### src/rtl/lampfpu_issue_queue.sv
// lampfpu_issue_queue: request FIFO plus a one-outstanding-op sequencer in front of lampFPU_top.
// Requests are issued as single-cycle opcode pulses and answered in order over a valid/ready port.
module lampfpu_issue_queue #(
  parameter int DEPTH     = 4,
  parameter int OPCODE_DW = 4,
  parameter int RND_DW    = 2,
  parameter int INT_DW    = 32,
  parameter int FLT_DW    = 16,
  parameter int TAG_DW    = 4
) (
  input  logic                     clk,
  input  logic                     rst,
  input  logic                     flush_i,
  input  logic                     req_valid_i,
  output logic                     req_ready_o,
  input  logic [OPCODE_DW-1:0]     req_opcode_i,
  input  logic [RND_DW-1:0]        req_rnd_i,
  input  logic [INT_DW-1:0]        req_op1_i,
  input  logic [FLT_DW-1:0]        req_op2_i,
  input  logic [TAG_DW-1:0]        req_tag_i,
  output logic                     fpu_flush_o,
  output logic                     fpu_padv_o,
  output logic [OPCODE_DW-1:0]     fpu_opcode_o,
  output logic [RND_DW-1:0]        fpu_rnd_o,
  output logic [INT_DW-1:0]        fpu_op1_o,
  output logic [FLT_DW-1:0]        fpu_op2_o,
  input  logic [INT_DW-1:0]        fpu_result_i,
  input  logic                     fpu_valid_i,
  input  logic                     fpu_ready_i,
  output logic                     rsp_valid_o,
  input  logic                     rsp_ready_i,
  output logic [INT_DW-1:0]        rsp_result_o,
  output logic [TAG_DW-1:0]        rsp_tag_o,
  output logic [$clog2(DEPTH):0]   count_o
);
  localparam int AW = $clog2(DEPTH);
  localparam int CW = AW + 1;
  localparam int EW = OPCODE_DW + RND_DW + INT_DW + FLT_DW + TAG_DW;
  typedef enum logic [1:0] {S_IDLE, S_ISSUE, S_WAIT, S_RESP} state_t;
  state_t                state_q;
  logic [EW-1:0]         mem_q [DEPTH];
  logic [AW-1:0]         wr_q, rd_q;
  logic [CW-1:0]         count_q, count_d;
  logic [OPCODE_DW-1:0]  opcode_q, h_opcode;
  logic [RND_DW-1:0]     rnd_q, h_rnd;
  logic [INT_DW-1:0]     op1_q, h_op1, result_q;
  logic [FLT_DW-1:0]     op2_q, h_op2;
  logic [TAG_DW-1:0]     tag_q, h_tag;
  logic                  rsp_valid_q, push, pop;
  assign {h_opcode, h_rnd, h_op1, h_op2, h_tag} = mem_q[rd_q];
  // No bypass: a full queue refuses even when a pop happens in the same cycle.
  assign req_ready_o = rst && count_q < CW'(DEPTH) && !flush_i;
  assign push        = req_valid_i && req_ready_o;
  assign pop         = state_q == S_IDLE && count_q != '0 && fpu_ready_i && !flush_i;
  assign count_d     = push && !pop ? count_q + 1'b1 : pop && !push ? count_q - 1'b1 : count_q;
  always_ff @(posedge clk)
    if (push) mem_q[wr_q] <= {req_opcode_i, req_rnd_i, req_op1_i, req_op2_i, req_tag_i};
  always_ff @(posedge clk)
    if (!rst || flush_i) begin
      wr_q    <= '0;
      rd_q    <= '0;
      count_q <= '0;
    end else begin
      wr_q    <= wr_q + AW'(push);
      rd_q    <= rd_q + AW'(pop);
      count_q <= count_d;
    end
  always_ff @(posedge clk)
    if (!rst) begin
      state_q     <= S_IDLE;
      opcode_q    <= '0;
      rnd_q       <= '0;
      op1_q       <= '0;
      op2_q       <= '0;
      tag_q       <= '0;
      result_q    <= '0;
      rsp_valid_q <= 1'b0;
    end else if (flush_i) begin
      state_q     <= S_IDLE;
      opcode_q    <= '0;
      rsp_valid_q <= 1'b0;
    end else begin
      case (state_q)
        S_IDLE:
          if (pop) begin
            state_q  <= S_ISSUE;
            opcode_q <= h_opcode;
            rnd_q    <= h_rnd;
            op1_q    <= h_op1;
            op2_q    <= h_op2;
            tag_q    <= h_tag;
          end
        S_ISSUE: begin
          opcode_q <= '0;
          state_q  <= S_WAIT;
        end
        S_WAIT:
          if (fpu_valid_i) begin
            result_q    <= fpu_result_i;
            rsp_valid_q <= 1'b1;
            state_q     <= S_RESP;
          end
        S_RESP:
          if (rsp_ready_i) begin
            rsp_valid_q <= 1'b0;
            state_q     <= S_IDLE;
          end
        default: state_q <= S_IDLE;
      endcase
    end
  assign fpu_flush_o  = flush_i;
  assign fpu_padv_o   = rst;
  assign fpu_opcode_o = opcode_q;
  assign fpu_rnd_o    = rnd_q;
  assign fpu_op1_o    = op1_q;
  assign fpu_op2_o    = op2_q;
  assign rsp_valid_o  = rsp_valid_q;
  assign rsp_result_o = result_q;
  assign rsp_tag_o    = tag_q;
  assign count_o      = count_q;
endmodule

### config.mk
export PLATFORM = sky130hd
export DESIGN_NAME = lampfpu_issue_queue
export DESIGN_NICKNAME = d
export VERILOG_FILES = /design/src/rtl/lampfpu_issue_queue.sv
export SDC_FILE = /design/constraint.sdc
export NUM_CORES = 1
export LEC_CHECK = 0
export BUFFER_PORTS_ARGS = -buffer_cell sky130_fd_sc_hd__buf_2
export CAP_MARGIN = 20
export CORE_ASPECT_RATIO = 0.8
export CORE_MARGIN = 3
export CORE_UTILIZATION = 51
export CTS_CLUSTER_DIAMETER = 200
export DETAILED_ROUTE_END_ITERATION = 8
export PLACE_DENSITY = 0.86
export SYNTH_ARGS = -nofsm -noshare
export SYNTH_HDL_FRONTEND = slang
export SYNTH_SLANG_ARGS = --single-unit
export TNS_END_PERCENT = 10
### constraint.sdc
create_clock -name clk -period 5.6 [get_ports clk]
set_input_delay 0.56 -clock clk [delete_from_list [all_inputs] [get_ports clk]]
set_output_delay 0.56 -clock clk [all_outputs]
set_load 0.03 [all_outputs]
==> impl_metrics.yaml <==
drt:
  drcViolationCount: 0
  num_vias: 6828
  routed_via_density: 5.57
  avgRoutedWirePerCell_um: 20.5
  wl_um: 25200
  drtIter0Drc: 515
  first_pass_iters: 5
  ant_nets: 0
global_routing:
  track_usage_pct: 19.6
  grt_pass1_vias: 6868
  grt_pass1_wl_um: 39100
  grt_overflow: 0
  antenna_found_initial: 3
  grt_max_degree: 69
final_layout:
  fillers: 1595
  final_common_cell: "edfxtp_1"
  layout.nets: 1001
  layout_common_cells: "edfxtp_1 (232), buf_2 (192), nand2_1 (123)"
  drive_above_1_share_pct: 34.7
  fin_cells: 1226
  syn_to_final_growth_pct: 19.0
  antenna_cells: 0
  design_area_mm2: 0.0145
floorplan:
  start_util_pct: 53.0
  num_rows: 49
  ios: 194
  fp.dieArea_mm2: 0.0258
  core_mm2: 0.0230
  die_y_um: 144
  dieWidth_um: 179
synthesis:
  async_flop_share_pct: 0
  synth_nets: 812
  synthTopCellsByArea: "edfxtp_1 (57%), dfxtp_1 (16%), mux4_2 (11%)"
  synthFlopType: "edfxtp_1"
  synth_edf_count: 232
  yosysUniqueCellTypes: 38
  ys_seq_elements: 332
  ys_seq_area_share_pct: 73.6
  yosys.area.top_type: "edfxtp_1"
  synth_top_area_share_pct: 57.2
  syn_area_per_cell_um2: 17.3
  netlist_area_mm2: 0.0122
  ys_warn_count: 0
  synth_cells: 706
sta:
  setup_viol: 0
  hold_viol_final: 0
  fmax_mhz: 325
  rsz0062_at_grt: "no"
  finClkSkew_ns: 0.00964
  slew_viol_final: 0
  fin_crit_ns: 3.08
  post-route-period-util_pct: 55.0
  worstMarginPinSlew_ns: 1.08
  setup-tns-final_ns: 0
  relSlewSlack_pct: 27.7
place:
  hpwl_um: 15300
  gp_congestion: 0.798
  portBuffers: 193
  dpl.cell_count: 1168
  postPlaceCellArea_mm2: 0.0134
critical_path:
  cp_max_fo: 32
  required_ns: 5.79
  critPathTopFamily: "simple AND/OR/NAND/NOR gates"
  max_stage_delay_ns: 0.86
  crit_buf_inv: 1
  crit_chain: "nor4bb_1, nand2_1, nor2_4, buf_4"
  start_kind: "flop"
  cp-end-kind: "flop"
  arrival_ns: 3.27
  crit_type: "reg2reg"
  cpMaxStageDelayCell: "nor4bb_1"
clocking:
  cts_setup_buffers: 0
  postCtsHoldBufs: 0
  clkTransAtPathRegs_ns: 0.06
  cts.sinks: 332
  clockBufferDepth: 3
  clockRootBuffer: "clkbuf_16"
  cts-resized-gates: 0
  htree_levels: 1
  cts_tree: "done"
  clock_latency_ns: 0.55
  cts_made_buffers: 31
power:
  peakVddDrop_mv: 0.260
  power.net_switching_w: 0.000983
  p_clk_share_pct: 43.7
  comb_power_share_pct: 3.2
  seqPwrFrac_pct: 53.1
  internal_power_w: 0.00402
  switching_share_pct: 19.7
  powerDensity_mw_per_mm2: 345
  leakage_nw: 5.09
hold_path:
  hold_path_class: "in2reg"
status:
  outcome: "completed"
flow_run:
  drv_cap: 0
## cell families after synthesis
group,count (synthesis),synth area share (%)
adder cells (fa/ha/maj),9,0.986
flip-flops,332,73.6
buffers and inverters,52,2.31
AND/OR/NAND/NOR,151,5.25
AO/OA/AOI/OAI,97,6.60
XOR/XNOR,4,0.288
multiplexers,61,11.0
## state kept, by name, summed over array words and instances (netlist names)
| name | count |
|---|---|
| wr_q | 2 |
| fpu_opcode_o | 4 |
| state_q | 2 |
| count_o | 3 |
| fpu_op2_o | 16 |
| mem_q | 232 |
| rsp_tag_o | 4 |
| rsp_result_o | 32 |
| rsp_valid_o | 1 |
| fpu_rnd_o | 2 |
| fpu_op1_o | 32 |
| rd_q | 2 |
## layer usage
layer / GRT usage [%] / wire (um)
met1: 27.8 / 10600
met2: 31.7 / 12200
met3: 3.78 / 1770
met4: 5.08 / 527
met5: 0 / 34
## synthesized netlist by cell type (2+ instances only)
library cell	n
nor2_1	9
edfxtp_1	232
buf_12	2
a21boi_0	32
nand2_1	123
xnor2_1	2
nor2b_1	3
xor2_1	2
mux4_2	58
buf_2	19
clkbuf_1	20
and2_1	2
nand3b_1	3
a21oi_1	2
o2bb2ai_1	54
o21ai_0	2
mux2i_1	3
inv_1	5
nor3b_1	2
buf_4	3
ha_1	8
nand2b_1	2
dfxtp_1	100
a32o_1	4
## power groups by stage
stage	clock [W]	sequential (W)	combinational (W)
floorplan	0	0.00272	0.0000649
CTS	0.00222	0.00266	0.000160
detailed placement	0	0.00271	0.000159
global placement	0	0.00271	0.000154
finish	0.00218	0.00266	0.000159
global route	0.00232	0.00266	0.000173
## per-stage QoR
stage	hold WS, ns	utilization [%]	power (W)	worst slack, ns
6_report	0.224	63.1	0.00500	2.52
5_1_grt	0.206	63.1	0.00515	2.34
4_1_cts	0.205	63.1	0.00504	2.49
3_5_place_dp	0.451	58.4	0.00287	2.07
3_3_place_gp	0.447	58.3	0.00286	2.03
2_1_floorplan	0.468	-	0.00279	1.36
## final timing paths
kind / from / end / slack, ns / cells after the start
worst max-delay path: count_o[2] / mem_q[1][23] / 2.52 / 4
worst min-delay path: req_op1_i[11] / mem_q[2][31] / 0.22 / 1
worst max register to register: count_o[2] / mem_q[1][23] / 2.52 / 4
worst min register to register: fpu_op1_o[31] / fpu_op1_o[31] / 0.46 / 2
## area by class of cell
cell class                 count  area, um2  share of cell area, %
clock buffer                  38        812                   5.60
clock inverter                20        260                   1.80
inverter                       5       18.8                  0.129
multi-input combinational    322       2980                   20.6
sequential                   332       8980                   61.9
tap                          306        383                   2.64
timing repair buffer         203       1070                   7.36
(Power assumes the default switching activity.)
